--- src/rtl/booth_mac_accum.sv ---
// Accumulates the Booth multiplier's 16-bit product stream into signed ACC_W-bit group sums.
// A LAT-deep tag line carries each issue's sign mode and group markers alongside the multiplier.
module booth_mac_accum #(
  parameter int ACC_W = 24,
  parameter int LAT   = 6,
  parameter bit SAT   = 1'b1
) (
  input  logic             clk,
  input  logic             rst,
  input  logic             in_v,
  input  logic [1:0]       in_sm,
  input  logic             in_first,
  input  logic             in_last,
  input  logic             p_v,
  input  logic [15:0]      p,
  output logic             acc_v,
  input  logic             acc_ready,
  output logic [ACC_W-1:0] acc,
  output logic             acc_sat,
  output logic             ovf_err,
  output logic             align_err,
  input  logic             err_clr,
  output logic             busy
);
  localparam int GW = $clog2(LAT + 1);

  logic [LAT-1:0]   tag_v, tag_first, tag_last;
  logic [1:0]       tag_sm [LAT];
  logic [ACC_W-1:0] run_sum;
  logic             grp_sat, group_open;
  logic [GW-1:0]    guard;

  logic             t_v, t_first, t_last;
  logic [1:0]       t_sm;
  logic [ACC_W:0]   ext, base, sum;
  logic             ovf, grp_sat_n, do_acc, misalign, drop;
  logic [ACC_W-1:0] sum_res;

  assign t_v     = tag_v[LAT-1];
  assign t_first = tag_first[LAT-1];
  assign t_last  = tag_last[LAT-1];
  assign t_sm    = tag_sm[LAT-1];

  // One extra bit of headroom makes overflow visible as a mismatch of the top two bits.
  always_comb begin
    ext = '0;
    base = '0;
    sum_res = '0;
    if (t_sm == 2'b00) ext = {{(ACC_W-15){1'b0}}, p};
    else               ext = {{(ACC_W-15){p[15]}}, p};
    if (!t_first) base = {run_sum[ACC_W-1], run_sum};
    sum = base + ext;
    ovf = sum[ACC_W] ^ sum[ACC_W-1];
    if (ovf && SAT) sum_res = sum[ACC_W] ? {1'b1, {(ACC_W-1){1'b0}}} : {1'b0, {(ACC_W-1){1'b1}}};
    else            sum_res = sum[ACC_W-1:0];
    grp_sat_n = (t_first ? 1'b0 : grp_sat) | ovf;
  end

  // The multiplier has no reset, so disagreement is only an error once the guard expires.
  assign do_acc   = p_v & t_v;
  assign misalign = (p_v != t_v) && (guard == '0);
  assign drop     = do_acc & t_last & acc_v & ~acc_ready;
  assign busy     = (|tag_v) | group_open;

  always_ff @(posedge clk or posedge rst) begin
    if (rst) begin
      tag_v      <= '0;
      tag_first  <= '0;
      tag_last   <= '0;
      for (int i = 0; i < LAT; i++) tag_sm[i] <= 2'b00;
      run_sum    <= '0;
      grp_sat    <= 1'b0;
      group_open <= 1'b0;
      guard      <= GW'(LAT);
      acc_v      <= 1'b0;
      acc        <= '0;
      acc_sat    <= 1'b0;
      ovf_err    <= 1'b0;
      align_err  <= 1'b0;
    end else begin
      for (int i = LAT - 1; i > 0; i--) begin
        tag_v[i]     <= tag_v[i-1];
        tag_first[i] <= tag_first[i-1];
        tag_last[i]  <= tag_last[i-1];
        tag_sm[i]    <= tag_sm[i-1];
      end
      tag_v[0]     <= in_v;
      tag_first[0] <= in_first;
      tag_last[0]  <= in_last;
      tag_sm[0]    <= in_sm;

      if (guard != '0) guard <= guard - 1'b1;

      if (do_acc) begin
        run_sum <= sum_res;
        grp_sat <= grp_sat_n;
        if (t_first) group_open <= 1'b1;
        if (t_last)  group_open <= 1'b0;
      end

      if (do_acc && t_last && (!acc_v || acc_ready)) begin
        acc     <= sum_res;
        acc_sat <= grp_sat_n;
        acc_v   <= 1'b1;
      end else if (acc_v && acc_ready) begin
        acc_v <= 1'b0;
      end

      ovf_err   <= drop | (ovf_err & ~err_clr);
      align_err <= misalign | (align_err & ~err_clr);
    end
  end
endmodule

--- config.mk ---
export PLATFORM = sky130hd
export DESIGN_NAME = booth_mac_accum
export DESIGN_NICKNAME = d
export VERILOG_FILES = /design/src/rtl/booth_mac_accum.sv
export SDC_FILE = /design/constraint.sdc
export NUM_CORES = 1
export LEC_CHECK = 0
export ABC_CLOCK_PERIOD_IN_PS = 6980
export CAP_MARGIN = 0
export CORE_MARGIN = 2
export CORE_UTILIZATION = 60
export DETAILED_ROUTE_END_ITERATION = 12
export PLACE_DENSITY = 0.95
export SLEW_MARGIN = 0
export SYNTH_ARGS = -nofsm -noshare
export SYNTH_HDL_FRONTEND = slang
export SYNTH_SLANG_ARGS = --single-unit
--- constraint.sdc ---
create_clock -name clk -period 6.98 [get_ports clk]
set_clock_uncertainty 0.15 [all_clocks]
set_input_delay 1.047 -clock clk [delete_from_list [all_inputs] [get_ports clk]]
set_output_delay 1.047 -clock clk [all_outputs]
set_load 0.02 [all_outputs]
# After elaboration in Yosys (flattened, before gate mapping)
# Index checks and enable logic that the tools add are counted.
dict set report totals {
  regBits 87
  inputBits 26
  word_cells 56
}
dict set report classes {
  n_addsub 2
  eq_ne 1
  muxes 9
  bitwise 13
  reduce_logical 13
}
# cell count
set op_table {}
lappend op_table {{$mux 25} 2}
lappend op_table {{$mux 24} 2}
lappend op_table {{$add 25x25->25} 1}
lappend op_table {{$and 1x1->1} 6}
lappend op_table {{$reduce_or 6->1} 1}
lappend op_table {{$mux 1} 5}
lappend op_table {{$logic_and 1x1->1} 4}
lappend op_table {{$or 1x1->1} 4}
lappend op_table {{$reduce_bool 2->1} 2}
lappend op_table {{$logic_not 3->1} 1}
lappend op_table {{$reduce_bool 3->1} 1}
lappend op_table {{$sub 3x1->3 const B} 1}
lappend op_table {{$logic_not 2->1} 1}
lappend op_table {{$not 1->1} 2}
lappend op_table {{$reduce_and 2->1} 1}
lappend op_table {{$logic_not 1->1} 1}
lappend op_table {{$logic_or 1x1->1} 1}
lappend op_table {{$ne 1x1->1} 1}
lappend op_table {{$xor 1x1->1} 1}

# Depth between registers and ports, before layout
# Gate-level depths: netlist of run 1.
dict set report depth {
  depth_word 5
  mapped_depth 15
  mapped_depth_nobuf 12
}

# Least setup slack after synthesis of run 1
# No wires, ideal clock.
dict set report synth_path {
  path_kind {input-to-reg}
  from {in p[15]}
  to {reg run_sum[8]}
  arrival_ps 3520
  required_ps 6753
  path_slack_ps 3232
  path_stages 13
  path_buffers 3
  cell_sequence {o21ai_1 buf_2 inv_2 ha_1 clkbuf_1 a21oi_1 o22ai_1 o32a_1 or3_1 a21oi_1 buf_4 a31oi_1 a21oi_1}
}
dict set report synth_via {
  elab_chain_len 4
}
# item line
set synth_rtl {}
lappend synth_rtl {{start: declaration} 15} ;# input logic [15:0] p,
lappend synth_rtl {{$mux 25 (*)} 49} ;# if (t_sm == 2'b00) ext = {{(ACC_W-15){1'b0}}, p};
lappend synth_rtl {{$add 25x25->25 (*)} 52} ;# sum = base + ext;
lappend synth_rtl {{$mux 24 or $xor 1x1->1 (tied branches)} {54, 53}}
lappend synth_rtl {{$mux 24 (*)} 54} ;# if (ovf && SAT) sum_res = sum[ACC_W] ? {1'b1, {(ACC_W-1){1'b0}}} : {1'b0, {(ACC_W-1){1'b1}}};
lappend synth_rtl {{end signal: assignment} 95} ;# run_sum <= sum_res;
lappend synth_rtl {{end: declaration} 29} ;# logic [ACC_W-1:0] run_sum;
# Mark *: on every way between the ends. The rest lies on a longest branch, timed or not.
# A chain may end at the register's enable or synchronous reset.

# Final worst setup path of run 1
dict set report layout_path {
  from {in p[15]}
  to {reg acc[10]}
}
dict set report layout_via {
  elab_chain_len 4
}
# item line
set layout_rtl {}
lappend layout_rtl {{$mux 25 (*)} 49}
lappend layout_rtl {{$add 25x25->25 (*)} 52}
lappend layout_rtl {{$mux 24 or $xor 1x1->1 (tied branches)} {54, 53}}
lappend layout_rtl {{$mux 24 (*)} 54}
lappend layout_rtl {{end signal: assignment} 102} ;# acc <= sum_res;
lappend layout_rtl {{end: declaration} 18} ;# output logic [ACC_W-1:0] acc,
# Marks and branches as above.

==> results of run 1 <==
[where the power goes]
part | switching (mW) | internal [mW] | total (mW)
logic | 0.524 | 0.388 | 0.912
clock network | 0.191 | 0.180 | 0.372
registers | 0.0750 | 0.646 | 0.721
[per-stage QoR]
| stage | std cells | hold slack [ps] | utilization | cell area [um^2] | power (mW) |
|---|---|---|---|---|---|
| 6_report | 628 | 203 | 0.738 | 5350 | 2.01 |
| 5_1_grt | 628 | 212 | 0.738 | 5350 | 2.14 |
| 4_1_cts | 628 | 206 | 0.738 | 5350 | 2.01 |
| 3_5_place_dp | 612 | 185 | 0.708 | 5140 | 1.63 |
| 3_3_place_gp | 612 | 182 | 0.708 | 5140 | 1.60 |
| 2_1_floorplan | 471 | 181 | - | 4510 | 1.33 |
[logic make-up (layout without fill, tap and decap cells)]
logic type | Yosys count | in the layout | synth area share
XOR/XNOR | 21 | 21 | 0.0408
buffers and inverters | 40 | 98 | 0.0363
AND/OR/NAND/NOR | 148 | 148 | 0.153
flip-flops | 87 | 87 | 0.483
adder cells (fa/ha/maj) | 27 | 27 | 0.0760
AO/OA/AOI/OAI | 143 | 143 | 0.200
multiplexers | 5 | 5 | 0.0114
[routing by layer]
layer  GRT usage  up-vias  wire, um
li1            -     1746         -
met1       0.340     1773      4340
met2       0.450      124      5230
met3      0.0551       17       528
met4      0.0923        0       187
met5           0        -         0
[worst min-delay path by stage]
stage	from	to	slack, ps	depth (start not counted)
2_1_floorplan	tag_sm[2]	t_sm[0]	180	0
3_3_place_gp	tag_sm[5]	tag_sm[3]	180	0
3_5_place_dp	tag_first[2]	tag_first[3]	180	0
4_1_cts	tag_first[2]	tag_first[3]	210	0
5_1_grt	tag_first[2]	tag_first[3]	210	0
6_report	tag_sm[4]	tag_sm[2]	200	0
[cell usage in the layout, fill, tap and decap left out, types with 2 or more instances in the layout]
cell type         n
dfrtp_1          85
nand4_1           2
nand2_1          42
buf_4             4
and3_1            2
o21ai_0          24
o31a_1            2
a21oi_1          47
nor2_1           51
nand3_1           8
o311ai_0          2
o21ai_1          10
inv_6             2
clkdlybuf4s50_1  54
a31oi_1           4
nor2b_1          16
dfstp_2           2
ha_1             25
nor2_2            2
a21oi_2           7
o21bai_1          4
clkinvlp_4        2
xnor2_1          18
a211oi_1          2
or3_1             5
a21o_1            6
clkbuf_8         10
o22ai_1          10
inv_1            22
nor3_1            3
o211ai_1          6
xor2_1            3
mux2i_1           4
o21a_1            7
o2111a_1          2
nand2b_1         11
[flip-flops by register name (all words and copies together), names as in the netlist]
register	count
tag_sm	10
acc_sat	1
grp_sat	1
acc	24
acc_v	1
guard	3
tag_first	6
run_sum	24
group_open	1
ovf_err	1
t_sm	2
tag_last	6
tag_v	6
align_err	1
[critical path, delay by kind of cell]
family | cells | cell delay [ps]
adders and majority gates | 1 | 480
buffers and inverters | 2 | 730
and+or+nand+nor | 2 | 570
AOI/OAI and AO/OA | 6 | 2290
[Yosys cell counts, types with 2 or more instances]
cell type and n:
mux2i_1 4, and3_1 2, dfrtp_1 85, a21oi_2 6, o311ai_0 2, nor2_1 51
a21oi_1 48, or3_1 5, nor2b_1 16, o21bai_1 4, o31a_1 2, a21o_1 6
nand4_1 2, o21ai_1 10, o2111a_1 2, xnor2_1 18, o21a_1 7, o21ai_0 24
nand2b_1 11, clkbuf_1 12, a31oi_1 4, nor3_1 3, ha_1 25, inv_1 23
o211ai_1 6, a211oi_1 2, nand2_1 42, dfstp_2 2, buf_2 2, nor2_2 2
nand3_1 8, xor2_1 3, o22ai_1 10
[final cells by class]
| class | count | area [um^2] |
|---|---|---|
| sequential | 87 | 2180 |
| multi-input combinational | 344 | 2170 |
| fill | 525 | 1900 |
| timing repair buffer | 58 | 571 |
| clock buffer | 10 | 138 |
| tap | 99 | 124 |
| inverter | 24 | 91.3 |
| clock inverter | 6 | 73.8 |
==> metrics.csv, run 1 <==
stage,metric,value,unit
timing,Worst Tran Pin Value,1220,ps
detailed_routing,Final ANT Viol Nets,0,
synth,cell taking the most area after synthesis,dfrtp_1,
detailed_routing,Via Count,3660,
setup_path,CP endpoint,acc[10],
floorplanning,core area,7250,um^2
synth,"Top FF cell, synth",dfrtp_1,
setup_path,reg2reg end,acc[10],
synth,Synth Register Bits,87,
synth,YS warnings,0,
clocking,"Clk pin slew, worst setup/hold paths",90,ps
timing,Post-Route Setup TNS,0,ps
timing,RSZ-0062 raised after global routing,false,
timing,Slew Limit Fails,0,
synth,post-synth top area share,0.471,
floorplanning,floorplan row count,31,
global_route,first-pass GRT wire length,17500,um
detailed_routing,first-pass iteration count of the detailed router,4,
place,IO Port Bufs,54,
timing,Final Cycle Share,0.721,
timing,endpoints failing setup,0,
clocking,Max H-tree Level,3,
synth,Post-synth EDFFs,0,
setup_path,beginning of the worst register-to-register path,t_sm[1],
clocking,CTS tree,done,
synth,Synth Net Count,523,
synth,Post-Syn Area,4510,um^2
clocking,clk sink count,87,
setup_path,maximum fanout along the worst path,21,
timing,Final min period,5030,ps
timing,Slew headroom,0.188,
power,Peak supply drop,218,uV
outcome,status,"finished, final reports clean",
synth,Syn Area/Cell,9.58,um^2
floorplanning,DIE HEIGHT,90.7,um
floorplanning,starting density of the core,0.622,
global_route,Congestion Overflow GR,0,
setup_path,FF-to-FF setup slack,2500,ps
run,Max Cap Viol,0,
clocking,CTS Hold Bufs,0,
timing,setup ws final,1950,ps
clocking,number of buffers created by CTS,9,
clocking,CTS resizes,0,
detailed_routing,DR iter-0 viols,202,
place,GPL Wtd Cong,0.882,
synth,Post-Syn Instances,471,
power,pwr/cell area,375,nW/um^2
layout,share of layout cells above drive strength 1,0.0699,
clocking,clock buffer depth,2,
detailed_routing,Vias/cell,5.83,
power,leakage,2.36,nW
global_route,vias in the first global route,3694,
hold_path,Hold Crit Class,reg2reg,
setup_path,reg2reg path depth,10,
setup_path,WP data required,7090,ps
detailed_routing,DRC,0,
synth,Unique masters post-synth,55,
place,dpl ws,1560,ps
setup_path,Worst path max stage delay,970,ps
synth,sequential-to-total area share from yosys stat,0.483,
global_route,initial antenna violation count,0,
timing,Fmax,0.199,GHz
setup_path,Critical Path AT,5150,ps
place,Detail Placement HPWL,7320,um
clocking,Post CTS Setup Buffer Count,0,
timing,final hold viol count,0,
floorplanning,area of the die,8230,um^2
layout,Nets,576,
detailed_routing,WL per Instance,16.4,um
synth,async set or reset register ratio after synthesis,1.00,
layout,ANT cells,0,
clocking,worst-skew pair later-pin latency,360,ps
global_route,GRT Total Usage,0.266,
synth,ranking of synthesized cells by area,"dfrtp_1 47%, ha_1 6.9%, a21oi_1 5.3%",
setup_path,Worst setup startpoint,p[15],
setup_path,CP max-delay cell,a21oi_2,
setup_path,Setup Crit Path Kind,in2reg,
layout,Area Growth Syn to Fin,18.5,%
clocking,CTS Root Cell,clkbuf_8,
floorplanning,Top Ports,55,
setup_path,crit path capture type,register,
detailed_routing,final wirelength,10300,um
global_route,largest net degree at the start of global routing,88,
floorplanning,Die X-Extent,90.7,um
setup_path,CP cell instances,clkdlybuf4s50_1 > o21ai_1 > inv_2 > ha_1 > a21oi_1 > o22ai_1 > o32a_1 > or3_1 > a21oi_2 > nor2_1 > o21ai_0,
setup_path,Startpoint Class,input port,
Power figures use the tool's default switching activity.
==> run 2: changes to the inputs <==
--- a/config.mk
+++ b/config.mk
@@ -5,12 +5,12 @@
 export SDC_FILE = /design/constraint.sdc
 export NUM_CORES = 1
 export LEC_CHECK = 0
-export ABC_CLOCK_PERIOD_IN_PS = 6980
+export ABC_CLOCK_PERIOD_IN_PS = 4100
 export CAP_MARGIN = 0
 export CORE_MARGIN = 2
-export CORE_UTILIZATION = 60
+export CORE_UTILIZATION = 50
 export DETAILED_ROUTE_END_ITERATION = 12
-export PLACE_DENSITY = 0.95
+export PLACE_DENSITY = 0.88
 export SLEW_MARGIN = 0
 export SYNTH_ARGS = -nofsm -noshare
 export SYNTH_HDL_FRONTEND = slang
==> constraint.sdc (replaced) <==
create_clock -name clk -period 4.1 [get_ports clk]
set_clock_uncertainty 0.15 [all_clocks]
set_input_delay 0.615 -clock clk [delete_from_list [all_inputs] [get_ports clk]]
set_output_delay 0.615 -clock clk [all_outputs]
set_load 0.02 [all_outputs]
==> metrics.csv, run 2 (synthesis gave the netlist of run 1 again) <==
stage,metric,value,unit
outcome,status,"finished, final reports clean",
clocking,CTS Root Cell,clkbuf_8,
floorplanning,starting density of the core,0.518,
detailed_routing,DRC,0,
setup_path,Critical Path AT,3900,ps
power,leakage,2.48,nW
clocking,clk sink count,87,
timing,worst hold slack,201,ps
setup_path,Worst path max stage delay,560,ps
setup_path,Setup Crit Path Kind,in2reg,
global_route,first-pass GRT wire length,18000,um
layout,Area Growth Syn to Fin,23.2,%
power,Peak supply drop,344,uV
detailed_routing,Vias/cell,5.77,
clocking,"Clk pin slew, worst setup/hold paths",100,ps
place,Detail Placement HPWL,7710,um
layout,Final Cell Area,5560,um^2
timing,RSZ-0062 raised after global routing,false,
detailed_routing,first-pass iteration count of the detailed router,5,
global_route,Congestion Overflow GR,0,
detailed_routing,WL per Instance,16.1,um
setup_path,CP cell instances,clkdlybuf4s50_1 > buf_4 > ha_1 > a21o_1 > or4b_1 > o2111a_1 > o31ai_4 > buf_4 > nand3_2 > buf_4 > nand2_1 > o21ai_0,
timing,Fmax,0.262,GHz
place,Placement Cell Area,5320,um^2
setup_path,Buf/Inv on CP,4,
detailed_routing,final wirelength,10600,um
clocking,CTS Hold Bufs,0,
setup_path,CP max-delay cell,or4b_1,
layout,biggest regs,"acc (24), run_sum (24), tag_sm (10)",
power,pwr/cell area,642,nW/um^2
setup_path,beginning of the worst register-to-register path,tag_first[5],
clocking,worst-skew pair later-pin latency,360,ps
layout,filler cell count,704,
setup_path,reg2reg path depth,12,
setup_path,cell mode on critical path,buf_4,
floorplanning,floorplan row count,34,
setup_path,WP data required,4180,ps
clocking,CTS tree,done,
place,IO Port Bufs,54,
layout,share of layout cells above drive strength 1,0.109,
detailed_routing,Final ANT Viol Nets,0,
layout,"commonest non-fill, non-tap cell in the layout",dfrtp_1,
setup_path,CP endpoint,acc[4],
timing,endpoints failing setup,0,
setup_path,Worst path top cell family by delay,compound AO/OA/AOI/OAI gates,
timing,final hold viol count,0,
timing,Final Cycle Share,0.930,
clocking,clock buffer depth,2,
global_route,vias in the first global route,3890,
floorplanning,DIE HEIGHT,99.0,um
floorplanning,Die X-Extent,99.0,um
layout,fin util,0.638,
clocking,CTS resizes,0,
setup_path,maximum fanout along the worst path,10,
detailed_routing,Via Count,3800,
layout,Nets,598,
floorplanning,area of the die,9800,um^2
timing,Slew headroom,0.479,
clocking,number of buffers created by CTS,9,
setup_path,Startpoint Class,input port,
hold_path,Hold Crit Class,reg2reg,
global_route,initial antenna violation count,0,
setup_path,crit path capture type,register,
layout,most frequent cells in the layout,"84 x dfrtp_1, 54 x clkdlybuf4s50_1, 51 x nor2_1",
setup_path,Worst setup startpoint,p[15],
setup_path,Crit path depth,12,
place,GPL Wtd Cong,0.936,
layout,ANT cells,0,
timing,Worst Tran Pin Value,780,ps
clocking,Post CTS Setup Buffer Count,0,
global_route,largest net degree at the start of global routing,49,
setup_path,reg2reg end,acc[4],
timing,setup ws final,288,ps
clocking,Max H-tree Level,3,
setup_path,FF-to-FF setup slack,300,ps
detailed_routing,DR iter-0 viols,233,
floorplanning,core area,8720,um^2
timing,Final min period,3810,ps
global_route,GRT Total Usage,0.229,
timing,Slew Limit Fails,0,
run,Max Cap Viol,0,
floorplanning,Top Ports,55,
place,dpl ws,-256,ps
[run 2: changes by cell type in the layout (fill, tap and decap cells not counted), sizes merged]
cell / previous run / this run
bufinv: 1 / 2
buf: 4 / 26
clkinv: 1 / 3
clkbuf: 10 / 9
clkinvlp: 2 / 0
[run 2: per-layer routing]
layer  routed length, um  track usage  vias up  part of all wire
li1                    -            -     1794                 -
met1                4460        0.309     1829              0.42
met2                5250        0.374      149              0.50
met3                 693       0.0461       28             0.065
met4                 191       0.0695        0             0.018
met5                   0            0        -                 0
[run 2: power breakdown]
| part | leakage [nW] | internal (mW) | switching [mW] |
|---|---|---|---|
| logic | 1.33 | 0.718 | 0.916 |
| registers | 1.03 | 1.10 | 0.144 |
| clock network | 0.119 | 0.358 | 0.336 |
| total | 2.48 | 2.18 | 1.40 |
[run 2: per-stage QoR]
| stage | total power, mW | TNS [ps] | instances |
|---|---|---|---|
| floorplan | 2.27 | 0 | 471 |
| global placement | 2.79 | -915 | 643 |
| detailed placement | 2.86 | -6220 | 643 |
| CTS | 3.58 | 0 | 659 |
| global route | 3.81 | 0 | 659 |
| finish | 3.57 | 0 | 659 |
[run 2: worst min path at each step]
stage,endpoint,depth (start not counted),slack (ps),start
CTS,t_sm[1],0,200,tag_sm[3]
finish,t_sm[1],0,200,tag_sm[3]
floorplan,t_sm[0],0,180,tag_sm[2]
global placement,tag_first[3],0,180,tag_first[2]
global route,tag_last[2],0,210,tag_last[1]
detailed placement,tag_sm[3],0,180,tag_sm[5]
[run 2: final cells by class]
| class | instances | area (um^2) | area share |
|---|---|---|---|
| clock buffers | 9 | 124 | 0.0223 |
| clock inverters | 7 | 114 | 0.0205 |
| multi-input cells | 344 | 2180 | 0.392 |
| well taps | 108 | 135 | 0.0243 |
| inverters | 24 | 91.3 | 0.0164 |
| repair buffers | 80 | 736 | 0.132 |
| flip-flops and latches | 87 | 2180 | 0.392 |
==> run 3: changes to the inputs <==
--- a/config.mk
+++ b/config.mk
@@ -8,9 +8,10 @@
 export ABC_CLOCK_PERIOD_IN_PS = 4100
 export CAP_MARGIN = 0
 export CORE_MARGIN = 2
-export CORE_UTILIZATION = 50
+export CORE_UTILIZATION = 52
+export CTS_BUF_LIST = sky130_fd_sc_hd__clkbuf_4 sky130_fd_sc_hd__clkbuf_8
 export DETAILED_ROUTE_END_ITERATION = 12
-export PLACE_DENSITY = 0.88
+export PLACE_DENSITY = 0.9
 export SLEW_MARGIN = 0
 export SYNTH_ARGS = -nofsm -noshare
 export SYNTH_HDL_FRONTEND = slang
==> metrics.csv, run 3 (synthesis gave the netlist of run 1 again) <==
stage,metric,value,unit
global_route,vias in the first global route,3777,
clocking,Max H-tree Level,3,
setup_path,Startpoint Class,register,
detailed_routing,DRC,0,
detailed_routing,DR iter-0 viols,220,
clocking,"Clk pin slew, worst setup/hold paths",90,ps
setup_path,Worst setup startpoint,tag_first[5],
setup_path,Setup Crit Path Kind,reg2reg,
timing,Final min period,3900,ps
detailed_routing,first-pass iteration count of the detailed router,6,
power,pwr/cell area,625,nW/um^2
layout,Storage cell area,2180,um^2
power,Peak supply drop,429,uV
setup_path,Critical Path AT,3990,ps
timing,Slew headroom,0.250,
floorplanning,floorplan row count,33,
global_route,first-pass GRT wire length,17500,um
floorplanning,area of the die,9440,um^2
timing,Fmax,0.257,GHz
floorplanning,DIE HEIGHT,97.2,um
setup_path,reg2reg path depth,11,
outcome,status,"finished, final reports clean",
global_route,met2 GRT Util,0.380,
layout,share of layout cells above drive strength 1,0.0956,
layout,Area Growth Syn to Fin,21.1,%
global_route,initial antenna violation count,0,
setup_path,beginning of the worst register-to-register path,tag_first[5],
clocking,clock buffer depth,2,
layout,biggest regs,"acc (24), run_sum (24), tag_sm (10)",
clocking,CTS Root Cell,clkbuf_8,
timing,Post-Route Setup TNS,0,ps
detailed_routing,final wirelength,10200,um
layout,area of the multi-input gates,2170,um^2
place,Detail Placement HPWL,7510,um
clocking,CTS resizes,0,
hold_path,worst hold start,tag_sm[2],
detailed_routing,Vias/cell,5.73,
floorplanning,Die X-Extent,97.2,um
detailed_routing,WL per Instance,15.7,um
global_route,met3 Use GR,0.0475,
global_route,Congestion Overflow GR,0,
timing,endpoints failing setup,0,
floorplanning,core area,8300,um^2
setup_path,maximum fanout along the worst path,17,
place,GPL Wtd Cong,0.922,
setup_path,crit path capture type,register,
place,IO Port Bufs,54,
clocking,CTS tree,done,
clocking,CTS Hold Bufs,0,
layout,"commonest non-fill, non-tap cell in the layout",dfrtp_1,
setup_path,WP data required,4190,ps
layout,most frequent cells in the layout,"85 x dfrtp_1, 54 x clkdlybuf4s50_1, 51 x nor2_1",
timing,final hold viol count,0,
clocking,number of buffers created by CTS,9,
global_route,met1 Track Usage GR,0.295,
hold_path,hold path depth,0,
timing,Worst Tran Pin Value,1120,ps
global_route,GRT Total Usage,0.225,
clocking,clk sink count,87,
detailed_routing,Via Count,3720,
clocking,worst-skew pair later-pin latency,370,ps
run,Max Cap Viol,0,
timing,Slew Limit Fails,0,
floorplanning,starting density of the core,0.544,
detailed_routing,Final ANT Viol Nets,0,
layout,ANT cells,0,
layout,filler cell count,635,
global_route,largest net degree at the start of global routing,70,
clocking,Post CTS Setup Buffer Count,0,
global_route,Top Usage Layer GRT,met2,
hold_path,Hold Crit Class,reg2reg,
layout,fin util,0.659,
power,total power,3.42,mW
timing,Final Cycle Share,0.950,
layout,Nets,591,
power,leakage,2.43,nW
timing,RSZ-0062 raised after global routing,false,
floorplanning,Top Ports,55,
-- run 3: path summary, 6_finish.rpt --
path / end / slack, ps
hold / removal: t_sm[0] / 200
setup reg to reg: run_sum[7] / 200
hold reg to reg: t_sm[0] / 200
max in group asynchronous: acc[4] / 2300
min in group asynchronous: acc[23] / 660
setup / recovery: run_sum[7] / 200
-- run 3: per-layer routing --
metal	vias up	wire, um
li1	1785	-
met1	1788	4420
met2	125	5000
met3	22	590
met4	0	161
met5	-	0
-- run 3: where the power goes --
part	leakage [nW]	switching, mW	internal (mW)	total [mW]
sequential	1.04	0.135	1.10	1.23
clock	0.105	0.356	0.246	0.601
combinational	1.29	0.883	0.699	1.58
total	2.43	1.37	2.04	3.42
-- run 3: per-stage QoR --
step | cell area (um^2) | std cells | hold slack [ps] | worst slack [ps]
final | 5470 | 649 | 204 | 204
after detailed placement | 5260 | 633 | 185 | 85.5
after CTS | 5470 | 649 | 208 | 248
after global placement | 5260 | 633 | 181 | 181
after floorplan | 4510 | 471 | 181 | 525
after global routing | 5470 | 649 | 215 | 35.7
-- run 3: worst max-delay path, cell delays in order (launching register included) --
cell      delay, ps
dfrtp_1         750
nor2b_1         120
ha_1            340
a211oi_2        280
nor2_1           90
or4b_1          530
o2111a_1        360
o31ai_4         360
nand3_2         280
buf_4           260
a21oi_2         160
a21oi_1          90
-- run 3: cell type report --
type / instances / area share
multi-input cells: 344 / 0.398
well taps: 105 / 0.0240
flip-flops and latches: 87 / 0.399
repair buffers: 73 / 0.125
clock inverters: 7 / 0.0153
clock buffers: 9 / 0.0227
inverters: 24 / 0.0167
